===== config.mk =====
export PLATFORM = sky130hd
export DESIGN_NAME = alu_pipe
export DESIGN_NICKNAME = d
export VERILOG_FILES = /design/src/rtl/alu_pipe.sv
export SDC_FILE = /design/constraint.sdc
export NUM_CORES = 1
export LEC_CHECK = 0
export CORE_ASPECT_RATIO = 1.2
export CORE_MARGIN = 2
export CORE_UTILIZATION = 55
export DETAILED_ROUTE_END_ITERATION = 16
export PLACE_DENSITY = 0.78
export SETUP_SLACK_MARGIN = 0.1
export SLEW_MARGIN = 20
export SYNTH_ARGS = -nofsm -noshare
export SYNTH_HDL_FRONTEND = slang
export SYNTH_SLANG_ARGS = --single-unit

===== constraint.sdc =====
create_clock -name clk -period 7.2 [get_ports clk]
set_clock_uncertainty 0.2 [all_clocks]
set_input_delay 1.8 -clock clk [delete_from_list [all_inputs] [get_ports clk]]
set_output_delay 1.8 -clock clk [all_outputs]
set_load 0.1 [all_outputs]

===== src/rtl/alu_pipe.sv =====
// Two-stage pipelined execute ALU with valid/ready handshakes, saturating ADD/SUB,
// lane-wise saturating add (PADDSB) and a flags register that updates on retirement.
module alu_pipe #(
  parameter int WIDTH = 16,
  parameter int LANE  = 4
) (
  input  logic             clk,
  input  logic             rst,
  input  logic             in_valid,
  output logic             in_ready,
  input  logic [3:0]       in_op,
  input  logic [WIDTH-1:0] in_a,
  input  logic [WIDTH-1:0] in_b,
  output logic             out_valid,
  input  logic             out_ready,
  output logic [WIDTH-1:0] out_result,
  output logic             out_illegal,
  output logic [2:0]       out_flags
);

  localparam int NLANE = WIDTH / LANE;
  localparam int LW    = LANE + 1;
  localparam int SHW   = $clog2(WIDTH);

  localparam logic [3:0] OP_ADD    = 4'b0000;
  localparam logic [3:0] OP_SUB    = 4'b0001;
  localparam logic [3:0] OP_XOR    = 4'b0010;
  localparam logic [3:0] OP_AND    = 4'b0011;
  localparam logic [3:0] OP_SLL    = 4'b0100;
  localparam logic [3:0] OP_SRA    = 4'b0101;
  localparam logic [3:0] OP_ROR    = 4'b0110;
  localparam logic [3:0] OP_PADDSB = 4'b0111;

  // A raw sum one bit wider than the operands overflows when its top two bits differ;
  // the top bit then carries the true sign and picks the saturation rail.
  function automatic logic [WIDTH-1:0] sat_word(input logic [WIDTH:0] raw);
    if (raw[WIDTH] != raw[WIDTH-1]) begin
      sat_word = raw[WIDTH] ? {1'b1, {(WIDTH-1){1'b0}}} : {1'b0, {(WIDTH-1){1'b1}}};
    end else begin
      sat_word = raw[WIDTH-1:0];
    end
  endfunction

  function automatic logic [LANE-1:0] sat_lane(input logic [LANE:0] raw);
    if (raw[LANE] != raw[LANE-1]) begin
      sat_lane = raw[LANE] ? {1'b1, {(LANE-1){1'b0}}} : {1'b0, {(LANE-1){1'b1}}};
    end else begin
      sat_lane = raw[LANE-1:0];
    end
  endfunction

  logic                 s1_valid_r;
  logic [3:0]           s1_op_r;
  logic [WIDTH:0]       s1_sum_r;
  logic [NLANE*LW-1:0]  s1_lane_r;
  logic [WIDTH-1:0]     s1_logic_r;

  logic                 s2_valid_r;
  logic [WIDTH-1:0]     s2_result_r;
  logic                 s2_illegal_r;
  logic                 s2_vn_upd_r;
  logic                 s2_v_cand_r;
  logic [2:0]           flags_r;

  logic                 s2_free_s;
  logic [WIDTH:0]       a_ext_s;
  logic [WIDTH:0]       b_ext_s;
  logic [WIDTH:0]       sum_s;
  logic [NLANE*LW-1:0]  lane_s;
  logic [SHW-1:0]       shamt_s;
  logic [2*WIDTH-1:0]   rot_s;
  logic [WIDTH-1:0]     logic_s;
  logic [WIDTH-1:0]     res_s;
  logic                 illegal_s;
  logic                 vn_upd_s;
  logic                 v_cand_s;

  assign s2_free_s   = !s2_valid_r || out_ready;
  assign in_ready    = !s1_valid_r || s2_free_s;
  assign out_valid   = s2_valid_r;
  assign out_result  = s2_result_r;
  assign out_illegal = s2_illegal_r;
  assign out_flags   = flags_r;

  // Stage 1 datapath: raw add/sub, per-lane raw sums, shift and logic results.
  always_comb begin
    a_ext_s = {in_a[WIDTH-1], in_a};
    b_ext_s = {in_b[WIDTH-1], in_b};
    if (in_op == OP_SUB) begin
      sum_s = a_ext_s - b_ext_s;
    end else begin
      sum_s = a_ext_s + b_ext_s;
    end
    for (int i = 0; i < NLANE; i++) begin
      lane_s[i*LW +: LW] = {in_a[i*LANE+LANE-1], in_a[i*LANE +: LANE]}
                         + {in_b[i*LANE+LANE-1], in_b[i*LANE +: LANE]};
    end
    shamt_s = in_b[SHW-1:0];
    rot_s   = {in_a, in_a} >> shamt_s;
    case (in_op)
      OP_XOR:  logic_s = in_a ^ in_b;
      OP_AND:  logic_s = in_a & in_b;
      OP_SLL:  logic_s = in_a << shamt_s;
      OP_SRA:  logic_s = $signed(in_a) >>> shamt_s;
      OP_ROR:  logic_s = rot_s[WIDTH-1:0];
      default: logic_s = {WIDTH{1'b0}};
    endcase
  end

  // Stage 1 register: loads whenever the stage is empty or draining into stage 2.
  always_ff @(posedge clk) begin
    if (rst) begin
      s1_valid_r <= 1'b0;
      s1_op_r    <= 4'b0000;
      s1_sum_r   <= {(WIDTH+1){1'b0}};
      s1_lane_r  <= {(NLANE*LW){1'b0}};
      s1_logic_r <= {WIDTH{1'b0}};
    end else if (in_ready) begin
      s1_valid_r <= in_valid;
      if (in_valid) begin
        s1_op_r    <= in_op;
        s1_sum_r   <= sum_s;
        s1_lane_r  <= lane_s;
        s1_logic_r <= logic_s;
      end
    end
  end

  // Stage 2 datapath: saturation, illegal marking and flag candidates.
  always_comb begin
    res_s     = {WIDTH{1'b0}};
    illegal_s = 1'b0;
    vn_upd_s  = 1'b0;
    v_cand_s  = 1'b0;
    case (s1_op_r)
      OP_ADD, OP_SUB: begin
        res_s    = sat_word(s1_sum_r);
        v_cand_s = s1_sum_r[WIDTH] ^ s1_sum_r[WIDTH-1];
        vn_upd_s = 1'b1;
      end
      OP_XOR, OP_AND, OP_SLL, OP_SRA, OP_ROR: begin
        res_s = s1_logic_r;
      end
      OP_PADDSB: begin
        for (int i = 0; i < NLANE; i++) begin
          res_s[i*LANE +: LANE] = sat_lane(s1_lane_r[i*LW +: LW]);
        end
      end
      default: begin
        illegal_s = 1'b1;
      end
    endcase
  end

  // Stage 2 register: output data holds while a presented result is stalled.
  always_ff @(posedge clk) begin
    if (rst) begin
      s2_valid_r   <= 1'b0;
      s2_result_r  <= {WIDTH{1'b0}};
      s2_illegal_r <= 1'b0;
      s2_vn_upd_r  <= 1'b0;
      s2_v_cand_r  <= 1'b0;
    end else if (s2_free_s) begin
      s2_valid_r <= s1_valid_r;
      if (s1_valid_r) begin
        s2_result_r  <= res_s;
        s2_illegal_r <= illegal_s;
        s2_vn_upd_r  <= vn_upd_s;
        s2_v_cand_r  <= v_cand_s;
      end
    end
  end

  // Retired-flags register {Z,V,N}: illegal ops leave it untouched.
  always_ff @(posedge clk) begin
    if (rst) begin
      flags_r <= 3'b000;
    end else if (s2_valid_r && out_ready && !s2_illegal_r) begin
      flags_r[2] <= (s2_result_r == {WIDTH{1'b0}});
      if (s2_vn_upd_r) begin
        flags_r[1] <= s2_v_cand_r;
        flags_r[0] <= s2_result_r[WIDTH-1];
      end
    end
  end

endmodule


==> results.md, run 1 <==
- The clock tree buffer depth is 2.
- The via count of the first global-routing pass was about 6.3k.
- The category of cells accounting for the largest share of critical-path delay is buffers and inverters.
- The netlist uses just under 80 different library cells.
- The category of the worst setup path launch point is a primary input.
- At the worst endpoint, the required time is between 5 and 6 ns.
- The total area inside the core boundary comes to 0.0122 mm^2.
- The critical path endpoint category is a primary output.
- The routed wire length is 22100 um.
- Buffers placed on the I/O ports in this run total a little over 60.
- The synthesized area per cell is approximately 7.9 um^2.
- The relative slew slack is a little over a third.
- The analysis attributes to net switching a power of ~530 uW.
- The global-route total usage across every layer is between 30% and 40%.
- The number of endpoints failing setup at the final stage is 0.
- At the later pin of the worst-skew pair, clock insertion delay measures roughly 0.34 ns.
- The proportion of synthesized chip area in sequential cells is approximately 23%.
- The longest individual stage delay on the worst path is 1.14 ns.
- The number of antenna violations at the first check in global routing is 0.
- The congestion estimate from routability-driven global placement came to a little over 1.
- The count of synthesis-stage warnings from yosys is 0.
- Together, buffers and inverters on the worst path number 2.
- In this run the critical register-to-register path is captured at out_result[11]$_SDFFE_PP0P_.
- The number of slew-limit violations in the final report is 0.
- The routed layout has 6802 vias.
- The worst hold path belongs to the class reg2reg.
- The arrival time at the worst endpoint is about 3.6 ns.
- The level count of the clock H-tree is 3.
- For this run, design rule violations remaining after detail routing come to 0.
- The number of hold buffers added after CTS was 0.
- In the synthesized netlist, the cells that appear most often are 99 x sky130_fd_sc_hd__nor2_1, 80 x sky130_fd_sc_hd__dfxtp_1, 76 x sky130_fd_sc_hd__a21oi_1.
- Once the floorplan was initialized, standard cells occupied 56.8% of the core.
- The number of buffers created by CTS is 9.
- Per report_power, the combinational group accounts for 35.2% of the total.
- The horizontal die dimension is 106 um.
- The startpoint identified for the worst hold timing path is s1_lane_r[15]$_SDFFE_PP0P_.
- TritonCTS built the clock tree.
- For this design the ratio of total power to cell area is 187 mW/mm^2.
- sky130_fd_sc_hd__nor2_1 is the most common cell in the netlist.
- The total negative slack is 0 ns.
- The number of flops mapped to enable cells by yosys is 0.
- The fraction of layout instances using a drive strength above 1 is 7.51%.
- For this design the top-level I/O count stands at 62.
- The CTS root buffer is sky130_fd_sc_hd__clkbuf_16.
- The placed wire-length estimate is between 15000 and 20000 um.
- The number of hold violations in the final report was 0.
- In this run the remaining antenna-violating nets after routing total 0.
- The net count of the finished layout is about 1000.
- In this run the vertical extent of the chip is about 130 um.
- The count of cells resized by post-cts repair is 0.
- The wire length of the first global-routing pass is 34800 um.
- The synthesized netlist cell count is approximately 870.
- Post-CTS timing repair inserted 0 buffers for setup.
- Of the total power, the clock network draws between 30% and 40%.
- The summed instance area of the synthesized netlist is about 0.0069 mm^2.
- The number of antenna diodes in the final layout is 0.
- The total nets after synthesis is 960.
- In this run the biggest area consumer among cell types represents roughly 23% of the synthesized area.
- After the first detailed-routing iteration, the DRC count stood at around 610.
- The number of clock sinks is 80.
- The via density per instance is between 6 and 7.
- The biggest area consumer among synthesized cells is sky130_fd_sc_hd__dfxtp_1.
- By area the synthesized netlist is led by sky130_fd_sc_hd__dfxtp_1 23%, sky130_fd_sc_hd__ha_1 8.0%, sky130_fd_sc_hd__mux2i_1 7.4%.
- Compared with the post-synthesis result, the final layout area differs by 13.5%.
- Summed over all layers, the global routing overflow is 0.
- Counting cells, the worst reg-to-reg path comes to 6.
- Entering global routing, the biggest net connects 70 pins.
- The terminating pin of the worst hold path is s1_lane_r[15]$_SDFFE_PP0P_.
- The first TritonRoute pass finished after 5 iterations.
- Derived from the worst setup path, the maximum achievable clock frequency is approximately 0.18 GHz.
- The tightest hold path in the finished design has a slack of 0.256 ns.
- At the pin with the least slew margin, the transition time is slightly below 1 ns.
- For the finished layout, the period the worst path requires is about 5.6 ns.
- Setup repair after global routing left no endpoint under its margin.
- The flow ran to the end, and the final reports show no timing, DRC or antenna violations.
- The setup slack of the most critical reg-to-reg path is about 4.7 ns.
- The largest vdd supply drop is 160 uV.
- The reg-to-reg startpoint is s1_sum_r[15]$_SDFFE_PP0P_.
- Counting flops with an async set or reset pin after synthesis yields a share of 0%.
- The internal power is a little over 900 uW.
- Of the total power, the share spent switching nets is 36.2%.
- The most frequently used flop master after synthesis is sky130_fd_sc_hd__dfxtp_1.
- The critical path in this run is classified as in2out.
- The cell leakage power is 0.00307 uW.
- The highest net fanout along the worst path is 4.
- Max-cap violations in this run came to 0.
- Sequential cells burn between 30% and 40% of the power.
- The per-cell routed wire length is around 21 um.
- The worst-path cell with the longest stage delay is sky130_fd_sc_hd__clkdlybuf4s50_1.
- The number of rows created at floorplan is 44.
- Traced cell by cell, the critical path runs through clkdlybuf4s50_1 -> nand3b_2 -> clkdlybuf4s50_1.
- The total die area is approximately 0.013 mm^2.
- The cell depth of the worst min-delay path is 2.
- The post-route fraction of the period consumed by the critical path is between 70 and 80%.
- Counting flops and latches in the post-synthesis netlist gives 80.
- After clock tree synthesis, the clock-pin slew on the worst setup and hold paths is roughly 0.060 ns.
- The cell repeated most along the worst path is sky130_fd_sc_hd__clkdlybuf4s50_1.
-- power groups by stage --
stage	Clock [uW]	Combinational, uW	Sequential, uW
2_1_floorplan	0	308	558
3_3_place_gp	0	500	508
3_5_place_dp	0	504	509
4_1_cts	456	507	500
5_1_grt	475	558	504
6_report	449	516	500
-- kinds of logic (layout without fill, tap and decap cells) --
group,after synthesis,after routing,share of synthesized area (%)
and+or+nand+nor,303,303,22.0
AOI/OAI and AO/OA,249,249,23.8
adders and majority gates,49,49,9.41
muxes,77,77,12.9
xor gates and xnor gates,24,24,3.04
buffers and inverters,89,123,5.70
DFF,80,80,23.2
-- worst min-delay path: cells and delay by family (launching register included) --
kind	cells	cell delay, ns
AND/OR/NAND/NOR	1	0.05
flip-flops	1	0.31
AO/OA/AOI/OAI	1	0.05
-- sequential cells by signal (all words and copies together) (netlist names) --
name and count:
out_valid 1, s1_op_r 4, s2_vn_upd_r 1, s2_v_cand_r 1, out_illegal 1, out_result 16
out_flags 3, s1_valid_r 1, s1_sum_r 16, s1_lane_r 20, s1_logic_r 16
-- placed cells by master, fill, tap and decap left out, types with 9 or more instances in the layout --
cell / instances
sky130_fd_sc_hd__xnor2_1: 21
sky130_fd_sc_hd__nand3b_1: 9
sky130_fd_sc_hd__nor4_1: 12
sky130_fd_sc_hd__a211oi_1: 19
sky130_fd_sc_hd__clkbuf_16: 9
sky130_fd_sc_hd__a21o_1: 11
sky130_fd_sc_hd__o21ai_0: 37
sky130_fd_sc_hd__ha_1: 44
sky130_fd_sc_hd__a21oi_1: 76
sky130_fd_sc_hd__inv_1: 33
sky130_fd_sc_hd__mux2_2: 19
sky130_fd_sc_hd__nor2_1: 99
sky130_fd_sc_hd__o22ai_1: 9
sky130_fd_sc_hd__nor2b_1: 24
sky130_fd_sc_hd__buf_4: 13
sky130_fd_sc_hd__nand2_1: 64
sky130_fd_sc_hd__nor3_1: 39
sky130_fd_sc_hd__o211ai_1: 17
sky130_fd_sc_hd__mux2i_1: 51
sky130_fd_sc_hd__clkdlybuf4s50_1: 59
sky130_fd_sc_hd__dfxtp_1: 80
-- metal layers --
metal / global-route usage (%) / share of wire (%) / vias up
li1: - / - / 3283
met1: 43.8 / 41 / 3147
met2: 53.9 / 47 / 313
met3: 4.01 / 6.7 / 59
met4: 16.4 / 4.9 / 0
met5: 0 / 0 / -
-- worst max path at each step --
stage	end	from	cells after the start
3_5_place_dp	s1_sum_r[12]$_SDFFE_PP0P_	in_op[3]	10
4_1_cts	in_ready	out_ready	3
2_1_floorplan	s1_sum_r[12]$_SDFFE_PP0P_	in_op[3]	12
6_report	in_ready	out_ready	3
3_3_place_gp	s1_sum_r[12]$_SDFFE_PP0P_	in_op[3]	10
5_1_grt	s1_sum_r[12]$_SDFFE_PP0P_	in_op[3]	10
-- area by class of cell --
class / instances / area [um^2]
clock inverter: 6 / 68.8
inverter: 34 / 128
sequential: 80 / 1600
timing repair buffer: 74 / 698
clock buffer: 9 / 225
fill: 1105 / 4310
multi-input combinational: 702 / 4930
tap: 161 / 201
-- through the flow --
step | worst slack (ns) | std cells | power (uW) | cell area [um^2] | utilization (%)
floorplan | 2.44 | 871 | 866 | 6920 | -
global placement | 1.51 | 1051 | 1010 | 7560 | 62.1
detailed placement | 1.41 | 1051 | 1010 | 7560 | 62.1
CTS | 1.56 | 1066 | 1460 | 7850 | 64.5
global route | 1.37 | 1066 | 1540 | 7850 | 64.6
finish | 1.56 | 1066 | 1470 | 7850 | 64.6
No activity file was read; power rests on OpenSTA's default activity.
==> inputs of run 2 (changes only) <==
- clock period: 7.2 -> 5.72 ns (I/O delays scaled with it)
==> results.md, run 2 (synthesis gave the netlist of run 1 again) <==
- The slew at the pin closest to its max-slew limit is 1.11 ns (+0.135 ns).
- Setup repair after global routing left no endpoint under its margin.
- The horizontal die dimension came to 106 um (unchanged).
- The DRC violations left is 0 (unchanged).
- The total negative slack is 0 ns (unchanged).
- The leading cell type in the layout, fill and taps excluded is sky130_fd_sc_hd__nor2_1.
- The max-cap check violation count is 0 (unchanged).
- The largest vdd supply drop is 189 uV (+18%).
- The clock-pin slew reported for the worst setup and hold paths after clock tree synthesis was 0.06 ns (about the same).
- The via count of the first global-routing pass came to 6286 (-0.55%).
- The per-cell routed wire length is 19.8 um (-4.2%).
- The longest individual stage delay on the worst path came to 0.64 ns (-0.50 ns).
- The total power was 1900 uW (+30%).
- The number of buffers created by CTS is 9 (unchanged).
- TritonCTS built the clock tree.
- The arrival time at the worst endpoint is 4.81 ns (+1.17 ns).
- The clock tree buffer depth came to 2 (unchanged).
- The worst register-to-register path begins at s1_sum_r[15]$_SDFFE_PP0P_.
- By startpoint and endpoint, the worst setup path is classified as in2reg.
- The placed wire-length estimate was 16200 um (-3.5%).
- The routed wire length is 21200 um (-3.9%).
- The worst hold path belongs to the class reg2reg.
- The number of hold violations in the final report came to 0 (unchanged).
- The setup slack of the most critical reg-to-reg path is 2.88 ns (-1.80 ns).
- The number of search-and-repair iterations in the first detailed-routing pass is 6 (+1).
- The total die area was 0.0135 mm^2 (unchanged).
- The destination of the worst register-to-register timing path is out_result[9]$_SDFFE_PP0P_.
- The cell leakage power came to 0.00311 uW (+1.1%).
- The number of primary I/O pins is 62 (unchanged).
- The relative slew slack is 25.7% (-9.3 points).
- The count of cells resized by post-cts repair was 0 (unchanged).
- The worst setup path is captured at a register.
- The number of rows created at floorplan is 44 (unchanged).
- The number of slew-limit violations in the final report came to 0 (unchanged).
- The global-route total usage across every layer is 32.0% (-1.3 points).
- The post-route fraction of the period consumed by the critical path is between 80% and 90%.
- For this run, the top clock speed supported by timing is 0.210 GHz.
- The number of nets in the layout is 993 (+0.30%).
- The number of antenna cells inserted is 0 (unchanged).
- The flow ran to the end, and the final reports show no timing, DRC or antenna violations.
- The signal on the critical path passes through clkdlybuf4s50_1 -> or4_1 -> nor4b_2 -> nor2_1 -> xnor2_1 -> ha_1 -> and3_1 -> nand2_1 -> a21oi_1 -> o211ai_1 -> a2111o_1 -> o311ai_0.
- The register with the most flip-flops is s1_lane_r.
- In the layout the commonest cells are 99 x sky130_fd_sc_hd__nor2_1, 80 x sky130_fd_sc_hd__dfxtp_1, 76 x sky130_fd_sc_hd__a21oi_1.
- The wire length of the first global-routing pass is 33800 um (-3.0%).
- The number of nets with antenna violations after detailed routing is 0 (unchanged).
- The critical path launch point is in_b[5].
- The number of antenna violations at the first check in global routing was 0 (unchanged).
- The initial cell density of the core came to 56.8% (unchanged).
- The length in cells of the worst reg-to-reg path is 6 (unchanged).
- The required time at the endpoint of the critical path came to 5.76 ns (+0.56 ns).
- The aggregate global routing overflow is 0 (unchanged).
- The via density per instance is 6.39 (about the same).
- The first-iteration detailed-routing DRC count was 619 (+0.81%).
- The slowest stage of the critical path is the sky130_fd_sc_hd__or4_1 cell.
- Relative to the synthesized area, the layout overhead comes to 14.2%.
- The number of buffers inserted by post-CTS setup repair is 0 (unchanged).
- The highest net fanout along the worst path is 5 (+1).
- The quantity of I/O buffers inserted on ports came to 61 (unchanged).
- The level count of the clock H-tree is 3 (unchanged).
- The category of the worst setup path launch point is a primary input.
- The total vias in the final route is 6834 (+0.47%).
- The power density over the cells came to 241 mW/mm^2 (+29%).
- The fraction of layout instances using a drive strength above 1 is 7.81% (+0.30 points).
- The cts-stage hold buffer count was 0 (unchanged).
- The number of clock sinks is 80 (unchanged).
- The pin count of the biggest net entering global routing is 48 (-31%).
- The critical path endpoint is s1_sum_r[12]$_SDFFE_PP0P_.
- The post-route minimum period is 4.77 ns.
- The placer's final routability congestion estimate was 0.984 (-4.7%).
- The floorplan core area is 0.0122 mm^2 (unchanged).
- The die extent in y is 127 um (unchanged).
- The CTS root buffer is sky130_fd_sc_hd__clkbuf_16.
- The number of flip-flops in the largest register is 20 (unchanged).
- The filler cell count is 1092 (-1.2%).
- The number of endpoints failing setup at the final stage came to 0 (unchanged).
- The latest clock arrival within the worst-skew pair is 0.34 ns (about the same).
[run 2: cell count changes in the layout (fill, tap and decap cells not counted)]
cell	delta
sky130_fd_sc_hd__clkinvlp_4	-1
sky130_fd_sc_hd__bufinv_16	+1
sky130_fd_sc_hd__inv_8	+1
sky130_fd_sc_hd__clkdlybuf4s50_1	-1
sky130_fd_sc_hd__buf_4	+4
sky130_fd_sc_hd__nor4bb_2	-1
sky130_fd_sc_hd__nor4bb_1	+1
sky130_fd_sc_hd__o21ai_1	+1
sky130_fd_sc_hd__o21ai_2	-1
[run 2: where the power goes]
part / internal (uW) / total, uW / switching [uW]
logic: 241 / 645 / 404
registers: 599 / 631 / 31.6
clock network: 386 / 624 / 238
[run 2: critical path: cells and delay by family]
kind	cells	cell delay [ns]
buffers and inverters	1	0.49
AO/OA/AOI/OAI	4	1.00
adder cells (fa/ha/maj)	1	0.35
XOR/XNOR	1	0.14
AND/OR/NAND/NOR	5	1.41
[run 2: worst min-delay path by stage]
stage / end / depth (start not counted) / from
after floorplan: s1_logic_r[8]$_SDFFE_PP0P_ / 2 / s1_logic_r[8]$_SDFFE_PP0P_
after global placement: s1_sum_r[5]$_SDFFE_PP0P_ / 2 / s1_sum_r[5]$_SDFFE_PP0P_
after detailed placement: s1_sum_r[4]$_SDFFE_PP0P_ / 2 / s1_sum_r[4]$_SDFFE_PP0P_
after CTS: s1_sum_r[4]$_SDFFE_PP0P_ / 2 / s1_sum_r[4]$_SDFFE_PP0P_
after global routing: s1_sum_r[4]$_SDFFE_PP0P_ / 2 / s1_sum_r[4]$_SDFFE_PP0P_
final: s1_sum_r[4]$_SDFFE_PP0P_ / 2 / s1_sum_r[4]$_SDFFE_PP0P_
[run 2: cell type report]
cell class / instances / area [um^2] / area share, %
Clock buffer: 9 / 225 / 2.85
Sequential cell: 80 / 1600 / 20.3
Inverter: 34 / 128 / 1.62
Clock inverter: 7 / 103 / 1.30
Multi-Input combinational cell: 702 / 4920 / 62.3
Tap cell: 161 / 201 / 2.55
Timing Repair Buffer: 77 / 718 / 9.09
[run 2: routing by layer]
layer  GRT usage, %  part of all wire (%)  vias to the layer above
li1               -                     -                     3289
met1           43.3                    43                     3134
met4           13.1                   4.0                        0
met5              0                     0                        -
met3           4.68                   7.8                       56
met2           51.1                    45                      355
[run 2: through the flow]
stage	worst slack (ns)	hold slack, ns	utilization, %	instance area, um^2	instances
CTS	0.983	0.254	64.9	7900	1070
finish	0.951	0.256	64.9	7900	1070
global placement	0.709	0.241	62.2	7570	1054
global route	0.669	0.264	64.9	7900	1070
floorplan	1.33	0.225	-	6920	871
detailed placement	0.636	0.245	62.2	7570	1054
